--- config.mk ---
export PLATFORM = sky130hd
export DESIGN_NAME = move_packet_framer
export DESIGN_NICKNAME = d
export VERILOG_FILES = /design/src/rtl/move_packet_framer.sv
export SDC_FILE = /design/constraint.sdc
export NUM_CORES = 1
export LEC_CHECK = 0
export ABC_AREA = 0
export CORE_MARGIN = 2
export CORE_UTILIZATION = 30
export DETAILED_ROUTE_END_ITERATION = 6
export DONT_BUFFER_PORTS = 1
export HOLD_SLACK_MARGIN = 0.1
export PLACE_DENSITY_LB_ADDON = 0.1
export REMOVE_ABC_BUFFERS = 1
export SYNTH_ARGS = -nofsm -noshare
export SYNTH_HDL_FRONTEND = slang
export SYNTH_SLANG_ARGS = --single-unit
--- constraint.sdc ---
create_clock -name clk -period 4.7 [get_ports clk]
set_input_delay 0.235 -clock clk [delete_from_list [all_inputs] [get_ports clk]]
set_output_delay 0.235 -clock clk [all_outputs]
set_load 0.02 [all_outputs]
--- src/rtl/move_packet_framer.sv ---
// Move packet framer: queues 12-bit move packets, frames them as 3-byte
// sequenced messages and retransmits on NAK or ack timeout.
module move_packet_framer #(
    parameter int PKT_W       = 12,
    parameter int FIFO_DEPTH  = 4,
    parameter int ACK_TIMEOUT = 5_000_000,
    parameter int MAX_RETRY   = 3
) (
    input  logic             clk,
    input  logic             reset,
    input  logic             moved,
    input  logic [PKT_W-1:0] output_packet,
    input  logic             tx_ready,
    output logic             tx_valid,
    output logic [7:0]       tx_data,
    input  logic             ack_valid,
    input  logic             ack_ok,
    input  logic [1:0]       ack_seq,
    output logic             busy,
    output logic             fifo_full,
    output logic             overflow,
    output logic             link_error
);

    localparam int PTR_W   = $clog2(FIFO_DEPTH);
    localparam int CNT_W   = PTR_W + 1;
    localparam int TIMER_W = $clog2(ACK_TIMEOUT);
    localparam int RETRY_W = $clog2(MAX_RETRY + 1);

    typedef enum logic [2:0] {
        ST_IDLE     = 3'd0,
        ST_LOAD     = 3'd1,
        ST_SEND0    = 3'd2,
        ST_SEND1    = 3'd3,
        ST_SEND2    = 3'd4,
        ST_WAIT_ACK = 3'd5
    } state_e;

    function automatic logic [7:0] frame_b0(input logic [1:0] seq, input logic [PKT_W-1:0] pkt);
        return {2'b10, seq, pkt[11:8]};
    endfunction

    function automatic logic [7:0] frame_b1(input logic [PKT_W-1:0] pkt);
        return pkt[7:0];
    endfunction

    // B2 is a simple XOR check byte over the header and payload bytes.
    function automatic logic [7:0] frame_b2(input logic [1:0] seq, input logic [PKT_W-1:0] pkt);
        return frame_b0(seq, pkt) ^ frame_b1(pkt);
    endfunction

    logic [PKT_W-1:0]   fifo_mem_q [FIFO_DEPTH];
    logic [PTR_W-1:0]   wr_ptr_q, rd_ptr_q;
    logic [CNT_W-1:0]   count_q, count_d;
    state_e             state_q, state_d;
    logic [PKT_W-1:0]   frame_q, frame_d;
    logic [1:0]         seq_q, seq_d;
    logic [RETRY_W-1:0] retry_q, retry_d;
    logic [TIMER_W-1:0] timer_q, timer_d;
    logic               tx_valid_q, tx_valid_d;
    logic [7:0]         tx_data_q, tx_data_d;
    logic               busy_q, fifo_full_q, overflow_q;
    logic               link_error_q, link_error_d;
    logic               push_s, pop_s, drop_s, fire_s, ack_match_s, timeout_s;

    // The LOAD pop frees a slot in the same cycle, so a push to a full queue is accepted then.
    assign pop_s       = (state_q == ST_LOAD);
    assign push_s      = moved && (!fifo_full_q || pop_s);
    assign drop_s      = moved && fifo_full_q && !pop_s;
    assign fire_s      = tx_valid_q && tx_ready;
    assign ack_match_s = ack_valid && (ack_seq == seq_q);
    assign timeout_s   = (timer_q == TIMER_W'(ACK_TIMEOUT - 1));

    // Queue occupancy next-state
    always_comb begin
        count_d = count_q;
        case ({push_s, pop_s})
            2'b10:   count_d = count_q + CNT_W'(1);
            2'b01:   count_d = count_q - CNT_W'(1);
            default: count_d = count_q;
        endcase
    end

    // Pending-packet queue storage and pointers
    always_ff @(posedge clk) begin
        if (reset) begin
            wr_ptr_q <= '0;
            rd_ptr_q <= '0;
            count_q  <= '0;
        end else begin
            if (push_s) begin
                fifo_mem_q[wr_ptr_q] <= output_packet;
                wr_ptr_q             <= wr_ptr_q + PTR_W'(1);
            end
            if (pop_s) begin
                rd_ptr_q <= rd_ptr_q + PTR_W'(1);
            end
            count_q <= count_d;
        end
    end

    // Framing / retransmission next-state logic
    always_comb begin
        state_d      = state_q;
        frame_d      = frame_q;
        seq_d        = seq_q;
        retry_d      = retry_q;
        timer_d      = timer_q;
        link_error_d = link_error_q;
        case (state_q)
            ST_IDLE: begin
                if (count_q != '0) begin
                    state_d = ST_LOAD;
                end else begin
                    state_d = ST_IDLE;
                end
            end
            ST_LOAD: begin
                frame_d = fifo_mem_q[rd_ptr_q];
                retry_d = '0;
                state_d = ST_SEND0;
            end
            ST_SEND0: begin
                if (fire_s) state_d = ST_SEND1;
                else        state_d = ST_SEND0;
            end
            ST_SEND1: begin
                if (fire_s) state_d = ST_SEND2;
                else        state_d = ST_SEND1;
            end
            ST_SEND2: begin
                if (fire_s) begin
                    state_d = ST_WAIT_ACK;
                    timer_d = '0;
                end else begin
                    state_d = ST_SEND2;
                end
            end
            ST_WAIT_ACK: begin
                timer_d = timer_q + TIMER_W'(1);
                // An ACK wins over a timeout landing in the same cycle.
                if (ack_match_s && ack_ok) begin
                    seq_d   = seq_q + 2'd1;
                    state_d = ST_IDLE;
                end else if ((ack_match_s && !ack_ok) || timeout_s) begin
                    if (retry_q < RETRY_W'(MAX_RETRY)) begin
                        retry_d = retry_q + RETRY_W'(1);
                        state_d = ST_SEND0;
                    end else begin
                        link_error_d = 1'b1;
                        seq_d        = seq_q + 2'd1;
                        state_d      = ST_IDLE;
                    end
                end else begin
                    state_d = ST_WAIT_ACK;
                end
            end
            default: begin
                state_d = ST_IDLE;
            end
        endcase
    end

    // Output byte selection for the upcoming state
    always_comb begin
        tx_valid_d = 1'b0;
        tx_data_d  = 8'h00;
        case (state_d)
            ST_SEND0: begin
                tx_valid_d = 1'b1;
                tx_data_d  = frame_b0(seq_d, frame_d);
            end
            ST_SEND1: begin
                tx_valid_d = 1'b1;
                tx_data_d  = frame_b1(frame_d);
            end
            ST_SEND2: begin
                tx_valid_d = 1'b1;
                tx_data_d  = frame_b2(seq_d, frame_d);
            end
            default: begin
                tx_valid_d = 1'b0;
                tx_data_d  = 8'h00;
            end
        endcase
    end

    // State, frame and output registers
    always_ff @(posedge clk) begin
        if (reset) begin
            state_q      <= ST_IDLE;
            frame_q      <= '0;
            seq_q        <= 2'd0;
            retry_q      <= '0;
            timer_q      <= '0;
            tx_valid_q   <= 1'b0;
            tx_data_q    <= 8'h00;
            busy_q       <= 1'b0;
            fifo_full_q  <= 1'b0;
            overflow_q   <= 1'b0;
            link_error_q <= 1'b0;
        end else begin
            state_q      <= state_d;
            frame_q      <= frame_d;
            seq_q        <= seq_d;
            retry_q      <= retry_d;
            timer_q      <= timer_d;
            tx_valid_q   <= tx_valid_d;
            tx_data_q    <= tx_data_d;
            busy_q       <= (state_d != ST_IDLE) || (count_d != '0);
            fifo_full_q  <= (count_d == CNT_W'(FIFO_DEPTH));
            overflow_q   <= overflow_q | drop_s;
            link_error_q <= link_error_d;
        end
    end

    assign tx_valid   = tx_valid_q;
    assign tx_data    = tx_data_q;
    assign busy       = busy_q;
    assign fifo_full  = fifo_full_q;
    assign overflow   = overflow_q;
    assign link_error = link_error_q;

endmodule

# After elaboration in Yosys (flattened, before gate mapping)
# Memories as Yosys holds them, arrays and structs flattened. A register that Yosys moved wholly into a read port is not among the register bits.
# Cells that the tools add are included.
# totals
input_bits	20
n_memories	1
out_inout_bits	13
reg_bits	62
ram_bits	48
# classes
n_addsub	7
n_bitwise	4
magnitude_cmp	1
mux	27
n_eq_ne	17
n_reduce_logical	23
# memory_table
memory	depth	width	rd	rd_ports_with_merged_regs	write_ports	line_no	rtl
fifo_mem_q	4	12	1	1	1	52	logic [PKT_W-1:0] fifo_mem_q [FIFO_DEPTH];
# ops
cell	n
$pmux W23 S2	1
$pmux W8 S3	1
$add A23 B1 Y23 const B	1
$eq A23 B23 Y1 const B	1
$mux W23	1
$mux W2	10
$pmux W3 S6	1
$eq A3 B2 Y1 const B	4
$eq A3 B3 Y1 const B	4
$mux W12	1
$mux W3	3
$reduce_bool A3 Y1	3
$add A2 B1 Y2 const B	4
$ne A2 B2 Y1 const B	4
$reduce_and A4 Y1	2
$xor A8 B8 Y8	1
$logic_and A1 B1 Y1	7
$mux W1	7
$pmux W3 S2	1
$pmux W2 S2	1
$reduce_bool A2 Y1	2
$add A3 B1 Y3 const B	1
$eq A3 B1 Y1 const B	1
$logic_not A1 Y1	3
11 further kinds	14

# Logic depth before layout (Yosys ltp)
# Gate-level depths: netlist (run 1).
# logic_depth
depth_word	10
depth_mapped	13
mapped_depth_nobuf	12

# Worst setup path after synthesis (run 1)
# No wires, ideal clock.
# synth_path
kind	register to register
from	reg state_q[0]
to	reg busy_q (netlist: busy)
n_path_buf	2
synth_period_minus_slack_ns	2.711
stages_incl_launch_ff	14
arrival_ns	2.579
required_time_ns	4.568
setup_ns	0.132
path_slack_ns	1.989
path_cell_list	dfxtp_1 -> buf_2 -> nand2b_1 -> or2_2 -> clkinv_1 -> buf_2 -> ha_1 -> inv_1 -> fa_1 -> xor2_1 -> xor2_1 -> a32oi_1 -> a2111oi_0 -> a21oi_1
# synth_between
elab_chain_len	7
elab_cells_between_ends	15
classes_between	eq/ne: 7; mux: 2; reduce/logical: 6
# synth_lines
item	line_no	rtl
start, declared	55	state_e state_q, state_d;
start signal, assigned	203	state_q <= state_d;
$eq A3 B1 Y1	67, 110	
$logic_or A1 B1 Y1	68	assign push_s = moved && (!fifo_full_q || pop_s);
$logic_and A1 B1 Y1	68	
$eq A2 B1 Y1 / $eq A2 B2 Y1 (equally long branches)	77	case ({push_s, pop_s})
$pmux W3 S2	77	
$reduce_bool A3 Y1	210	busy_q <= (state_d != ST_IDLE) || (count_d != '0);
$logic_or A1 B1 Y1 (*)	210	
end signal, assigned	210	
end, declared	62	logic busy_q, fifo_full_q, overflow_q;
# Every way passes the cells marked *; elsewhere a longest branch is shown, timed or not.
# A chain may end at the register's enable or synchronous reset.

# Worst setup path in the final report (run 1)
# Ends and elaborated chain as after synthesis.

==> impl_metrics.csv, run 1 <==
group,metric,value,unit
route,wl,10.3,mm
yosys,avgSynthCellArea,11.2,um^2
timing,rsz0062_at_grt,"no",
timing,hold_violations,0,
clock_network,numCtsBuffers,9,
worst_setup_path,timing.setup.critical_path_class,"reg2reg",
timing,relSlewSlack,40.1,%
clock_network,cts_setup_buffers,0,
timing,fmax,0.337,GHz
global_route,grt_remaining_overflow,0,
floorplan,initial_core_util,30.6,%
clock_network,htreeDepth,3,
floorplan,ioPinCount,33,
timing,holdWs,0.182,ns
clock_network,clkLatencyLatePin,0.35,ns
worst_setup_path,cp_slowest_stage_delay,0.48,ns
worst_setup_path,worst_ep_arrival_time,3.20,ns
yosys,synth_edf_count,48,
timing,fin_setup_tns,0,ns
yosys,synth-seq-cells,112,
timing,timing.clock.skew,0.00686,ns
worst_setup_path,worstPathBufferInverterCount,2,
yosys,ys_seq_area_share,56.2,%
route,drt_first_pass_iters,4,
place,place_ws,1.70,ns
layout,syn_to_final_growth,14.3,%
yosys,synth-simple-area-share,17.4,%
pwr,p_total,2.60,mW
yosys,synthTopCellsByArea,"edfxtp_1, dfxtp_1, mux4_2, nor2_1, nand2_1",
floorplan,rows,46,
place,io_buffers,0,
place,hpwl,6.95,mm
worst_setup_path,path_delay_family,"adder cells",
worst_setup_path,cp_slowest_cell,"dfxtp_1",
pwr,irDropWorstVdd,0.251,mV
yosys,synth_top_family_by_area,"simple AND/OR/NAND/NOR gates",
yosys,syn_area,4850,um^2
clock_network,clock_sinks,112,
clock_network,cts_resized,0,
yosys,synth-compound-area-share,10.5,%
pwr,p_leak,1.87,nW
route,wl_per_cell,15.5,um
clock_network,cts_tree,"built",
timing,post-route-period-util,63.2,%
yosys,synth_top_area_share,29.7,%
yosys,synthAdderAreaFrac,2.22,%
floorplan,fp.coreArea,15800,um^2
route,antenna_left,0,
place,gp_congestion,0.783,
global_route,grtUsageTotal,12.7,%
yosys,syn-instance-count,431,
worst_setup_path,worst-path-max-fanout,15,
layout,final_common_cell,"dfxtp_1",
floorplan,die_x,131,um
route,drt_iter0_markers,176,
flow_run,max-cap-violations,0,
timing,drv_slew,0,
route,viasPerCell,4.82,
route,drcViolationCount,0,
timing,setup_viol,0,
floorplan,die_h,131,um
route,via_count,3193,
worst_setup_path,crit_path_frequent_cell,"xor2_1",
layout,drive_gt1_share,12.1,%
yosys,synthMuxAreaShare,9.19,%
worst_setup_path,required,4.93,ns
yosys,async_flop_share,0,%
status,status,"finished, final reports clean",
layout,antenna_cells,0,
clock_network,clkSlewWorstSetupHoldPaths,0.07,ns
timing,fin_ws,1.73,ns
clock_network,clockBufferDepth,2,
pwr,power_density,468,nW/um^2
timing,finalCriticalPeriod,2.97,ns
layout,final_nets,469,
worst_setup_path,critPathLaunchType,"register",
hold_path,hold_class,"in2reg",
yosys,yosysUniqueCellTypes,61,
worst_setup_path,end_kind,"register",
yosys,yosys.area.top_type,"edfxtp_1",
global_route,grt_first_pass_wirelength,17.2,mm
clock_network,clockRootBuffer,"clkbuf_16",
timing,worstMarginPinSlew,0.897,ns
global_route,antenna_found_initial,0,
global_route,grt_max_degree,44,
yosys,synth_xor_area_share,1.99,%
yosys,yosys_warnings,0,
yosys,synth_top_flop_cell,"dfxtp_1",
worst_setup_path,path_cells,"nand2b_1 -> or2_2 -> clkinv_1 -> ha_1 -> inv_1 -> fa_1 -> xor2_1 -> xor2_1 -> a32oi_1 -> a2111oi_0 -> a21oi_1",
floorplan,dieArea,17200,um^2
global_route,grt_pass1_vias,3169,
layout,mostFrequentLayoutCells,"dfxtp_1, edfxtp_1, nor2_1",
## timing repair
item / CTS / global route
setup endpoints to repair: 0 / 0
hold endpoints to repair: 93 / 0
hold buffers: 15 / 0
## cell families (layout without fill, tap and decap cells)
group | Yosys count | count (layout)
AO/OA/AOI/OAI | 78 | 78
XOR/XNOR | 11 | 11
flip-flops | 112 | 112
multiplexers | 28 | 28
AND/OR/NAND/NOR | 163 | 163
buffers and inverters | 31 | 46
adder cells (fa/ha/maj) | 8 | 8
## cells in the mapped netlist, types with 7 or more instances
cell	count
nor2_1	42
o21ai_0	17
nand2_1	36
nand4_1	8
nand3_1	19
clkbuf_1	10
mux2_2	12
mux4_2	12
and2_1	15
nor3_1	7
a21oi_1	23
edfxtp_1	48
dfxtp_1	64
inv_1	13
ha_1	7
## worst reg2reg max path: cells and delay by family, from the launching register on
| kind | cells | cell delay [ns] |
|---|---|---|
| AND/OR/NAND/NOR | 2 | 0.45 |
| flip-flops | 1 | 0.48 |
| XOR/XNOR | 2 | 0.38 |
| buffers and inverters | 2 | 0.38 |
| adder cells (fa/ha/maj) | 2 | 0.63 |
| AO/OA/AOI/OAI | 3 | 0.52 |
## flip-flops by register name, indices dropped and copies added (netlist names), 2 cells and up, named ones only
| signal | flops |
|---|---|
| state_q | 3 |
| wr_ptr_q | 2 |
| rd_ptr_q | 2 |
| count_q | 3 |
| seq_q | 2 |
| retry_q | 2 |
| tx_data | 8 |
| timer_q | 23 |
| frame_q | 12 |
| fifo_mem_q | 48 |
## area by class of cell
type	count	area (um^2)
Fill cell	1619	10300
Sequential cell	112	2720
Multi-Input combinational cell	288	2000
Tap cell	216	270
Clock buffer	10	229
Timing Repair Buffer	16	168
Clock inverter	6	98.8
Inverter	14	52.6
## power breakdown
group          leakage [nW]  total, mW  switching (mW)  internal [mW]
Sequential            0.955       1.22           0.112           1.11
Combinational         0.758      0.535           0.278          0.256
Clock                 0.157      0.838           0.362          0.476
## per-stage QoR
stage               utilization, %  std cells  instance area (um^2)
floorplan                        -        414                  4780
global placement              31.9        631                  5060
detailed placement            31.9        631                  5060
CTS                           35.0        662                  5540
global route                  35.0        662                  5540
finish                        35.0        662                  5540
## worst paths after layout
kind                                             from               endpoint  slack, ns  cells after the start
worst max register to register  state_q[0]$_SDFF_PP0_        busy$_SDFF_PP0_       1.73                     11
worst min-delay path                            reset  frame_q[4]$_SDFF_PP0_       0.18                      2
worst min register to register  frame_q[6]$_SDFF_PP0_  frame_q[6]$_SDFF_PP0_       0.46                      2
worst max-delay path            state_q[0]$_SDFF_PP0_        busy$_SDFF_PP0_       1.73                     11
## routing by layer
layer	global-route usage, %	wire length (um)	vias to the layer above
met3	3.47	385	8
met5	0	0	-
met1	16.6	4880	1530
li1	-	-	1615
met2	20.6	4880	40
met4	3.62	125	0
Note: power is estimated with default switching activity, not from simulation.
==> run 2, diff against run 1 <==
--- a/config.mk
+++ b/config.mk
@@ -5,7 +5,7 @@
 export SDC_FILE = /design/constraint.sdc
 export NUM_CORES = 1
 export LEC_CHECK = 0
-export ABC_AREA = 0
+export ABC_AREA = 1
 export CORE_MARGIN = 2
 export CORE_UTILIZATION = 30
 export DETAILED_ROUTE_END_ITERATION = 6
==> constraint.sdc (replaced) <==
create_clock -name clk -period 2.8 [get_ports clk]
set_input_delay 0.14 -clock clk [delete_from_list [all_inputs] [get_ports clk]]
set_output_delay 0.14 -clock clk [all_outputs]
set_load 0.02 [all_outputs]
==> run 2 against run 1 <==
  * Sequential power increased by 61%
  * Cell area increased by 3.8%
  * Setup slack got worse by 1.4 ns
  * Highest routed layer unchanged
  * Non-clock buffer count increased by 9
  * Sequential share of layout area decreased by 1.8 points
  * Worst hold slack improved by 0.015 ns
  * Die area increased by 3.7%
  * Combinational power increased by 110%
  * Clock power increased by 52%
  * Power increased by 69%
  * Final cell count increased by 23%
  * Register-to-register slack got worse by 1.4 ns
==> impl_metrics.csv, run 2 <==
group,metric,value,unit
pwr,p_switching,1.50,mW
yosys,synth_edf_count,48,
timing,finalCriticalPeriod,2.47,ns
hold_path,hold_class,"in2reg",
clock_network,cts_tree,"built",
yosys,avgSynthCellArea,8.86,um^2
global_route,grtUsageTotal,13.6,%
clock_network,clock_sinks,112,
clock_network,numCtsBuffers,9,
pwr,p_sw_share,34.1,%
place,io_buffers,0,
hold_path,hp-start,"reset",
status,status,"finished, final reports clean",
timing,setup_viol,0,
layout,drive_gt1_share,10.8,%
layout,mostFrequentLayoutCells,"nor2_1, nand2_1, dfxtp_1",
yosys,ys_top_cells_by_count,"nor2_1, nand2_1, dfxtp_1, inv_1, edfxtp_1",
clock_network,cts_resized,0,
hold_path,holdPathEnd,"timer_q[18]$_SDFFE_PP0P_",
pwr,p_seq_share,44.8,%
clock_network,clockBufferDepth,2,
yosys,syn_area,5030,um^2
layout,largest_reg_flops,48,
yosys,synth-seq-cells,112,
timing,relSlewSlack,67.3,%
floorplan,dieArea,17800,um^2
worst_setup_path,critPathLaunchType,"register",
clock_network,clkSlewWorstSetupHoldPaths,0.08,ns
clock_network,htreeDepth,3,
worst_setup_path,path_delay_family,"simple AND/OR/NAND/NOR gates",
yosys,yosys_warnings,0,
pwr,comb_power_share,26.3,%
timing,rsz0062_at_grt,"no",
yosys,syn-instance-count,568,
timing,fin_setup_tns,0,ns
timing,post-route-period-util,88.1,%
place,gp_congestion,0.771,
yosys,synthTopCellsByArea,"edfxtp_1, dfxtp_1, nor2_1, nand2_1, o21ai_0",
place,hpwl,7.70,mm
place,placed_cells,779,
route,wl_per_cell,14.1,um
yosys,ys_seq_area_share,54.1,%
floorplan,initial_core_util,30.6,%
worst_setup_path,worstReg2RegStart,"state_q[1]$_SDFF_PP0_",
worst_setup_path,r2r_end,"busy$_SDFF_PP0_",
route,drt_iter0_markers,249,
worst_setup_path,worstPathBufferInverterCount,3,
worst_setup_path,worst_ep_arrival_time,2.70,ns
timing,timing.clock.skew,0.0127,ns
clock_network,cts_setup_buffers,0,
worst_setup_path,end_kind,"register",
worst_setup_path,path_cells,"inv_1 -> nand2_2 -> nor2_4 -> inv_2 -> nand2_1 -> nand2_1 -> ha_1 -> inv_1 -> fa_1 -> a21oi_1 -> o21ai_0 -> xor2_1 -> nor3_1 -> a21oi_1",
yosys,synth_top_area_share,28.6,%
worst_setup_path,worst-path-max-fanout,15,
timing,drv_slew,0,
timing,worstMarginPinSlew,0.490,ns
route,via_count,3752,
global_route,antenna_found_initial,0,
route,wl,11.5,mm
worst_setup_path,cp_slowest_stage_delay,0.39,ns
layout,fin_util,35.0,%
pwr,power_density,762,nW/um^2
yosys,synth_top_flop_cell,"dfxtp_1",
pwr,pwr-share-clk,29.0,%
pwr,p_leak,2.17,nW
layout,syn_to_final_growth,14.3,%
yosys,async_flop_share,0,%
floorplan,die_h,134,um
floorplan,rows,47,
hold_path,whs_path_depth,4,
yosys,yosys.cell_count.top_type,"nor2_1",
clock_network,cts_hold_buf,16,
global_route,grt_pass1_vias,3638,
route,drt_first_pass_iters,5,
worst_setup_path,cp_slowest_cell,"fa_1",
worst_setup_path,timing.setup.critical_path_class,"reg2reg",
floorplan,ioPinCount,33,
global_route,grt_first_pass_wirelength,18.9,mm
timing,hold_violations,0,
layout,antenna_cells,0,
worst_setup_path,r2r_slack,0.33,ns
yosys,yosys.area.top_type,"edfxtp_1",
route,viasPerCell,4.63,
layout,final_common_cell,"nor2_1",
yosys,yosysUniqueCellTypes,46,
floorplan,die_x,134,um
route,antenna_left,0,
layout,top_register,"fifo_mem_q",
layout,instances_no_fill,811,
layout,fillers,1723,
pwr,power.internal,2.89,mW
flow_run,max-cap-violations,0,
timing,fmax,0.405,GHz
worst_setup_path,ff2ff_path_depth,14,
layout,reg_top3,"fifo_mem_q (48), timer_q (23), frame_q (12)",
clock_network,clockRootBuffer,"clkbuf_16",
pwr,irDropWorstVdd,0.311,mV
clock_network,clkLatencyLatePin,0.35,ns
worst_setup_path,required,3.03,ns
global_route,grt_remaining_overflow,0,
route,drcViolationCount,0,
layout,final_nets,614,
global_route,grt_max_degree,43,
floorplan,fp.coreArea,16500,um^2
-- run 2: cell types whose count changed in the layout (fill, tap and decap cells not counted), moves of 13 or more --
cell     before  now
nand2_1      36   90
nor2_1       42   94
inv_1        13   51
o21ai_0      17   43
and2_1       15    0
o22ai_1       1   14
-- run 2: metal layers --
layer  wire length [um]  GRT usage, %
met5                  0             0
met4                122          4.79
met3                315          2.66
met2               5270          21.8
met1               5750          18.4
-- run 2: how the worst max path moves through the flow --
| stage | depth (start not counted) | from | to | slack (ns) |
|---|---|---|---|---|
| finish | 14 | state_q[1]$_SDFF_PP0_ | busy$_SDFF_PP0_ | 0.33 |
| global route | 14 | state_q[1]$_SDFF_PP0_ | busy$_SDFF_PP0_ | 0.05 |
| CTS | 14 | state_q[1]$_SDFF_PP0_ | busy$_SDFF_PP0_ | 0.37 |
| detailed placement | 14 | state_q[1]$_SDFF_PP0_ | busy$_SDFF_PP0_ | 0.38 |
| global placement | 14 | state_q[1]$_SDFF_PP0_ | busy$_SDFF_PP0_ | 0.44 |
| floorplan | 14 | state_q[1]$_SDFF_PP0_ | busy$_SDFF_PP0_ | 0.47 |
-- run 2: layout make-up --
class	count	area, um^2	share of cell area (%)
tap	220	275	4.78
inverter	58	223	3.87
sequential	112	2720	47.3
clock inverter	7	66.3	1.15
clock buffer	9	225	3.91
multi-input combinational	380	2010	34.8
timing repair buffer	25	238	4.13
-- run 2: cell families (layout without fill, tap and decap cells) --
family / Yosys count / in the layout / synth area share [%]
mux: 5 / 5 / 0.994
simple gates: 248 / 248 / 23.0
xor+xnor: 7 / 7 / 1.22
flops: 112 / 112 / 54.1
compound gates: 112 / 112 / 12.5
fa+ha+maj: 8 / 8 / 2.14
buf+inv: 76 / 99 / 6.09
-- run 2: stage by stage --
stage               power (mW)  worst slack, ns  hold WS [ns]  area, um^2
floorplan                 2.81            0.473         0.209        4950
finish                    4.38            0.333         0.197        5760
global placement          3.11            0.438         0.224        5290
CTS                       4.46            0.367         0.183        5760
detailed placement        3.13            0.381         0.220        5290
global route              4.68           0.0487         0.205        5760
-- run 2: power groups by stage --
| stage | registers (mW) | clock network [mW] | logic [mW] |
|---|---|---|---|
| final | 1.96 | 1.27 | 1.15 |
| after global routing | 1.98 | 1.38 | 1.32 |
| after floorplan | 2.00 | 0 | 0.805 |
| after global placement | 2.00 | 0 | 1.11 |
| after CTS | 1.97 | 1.32 | 1.17 |
| after detailed placement | 2.00 | 0 | 1.12 |
-- run 2: tightest hold or removal path, delay by kind of cell --
| family | cells | cell delay (ns) |
|---|---|---|
| compound gates | 1 | 0.03 |
| buf+inv | 2 | 0.24 |
| simple gates | 1 | 0.09 |
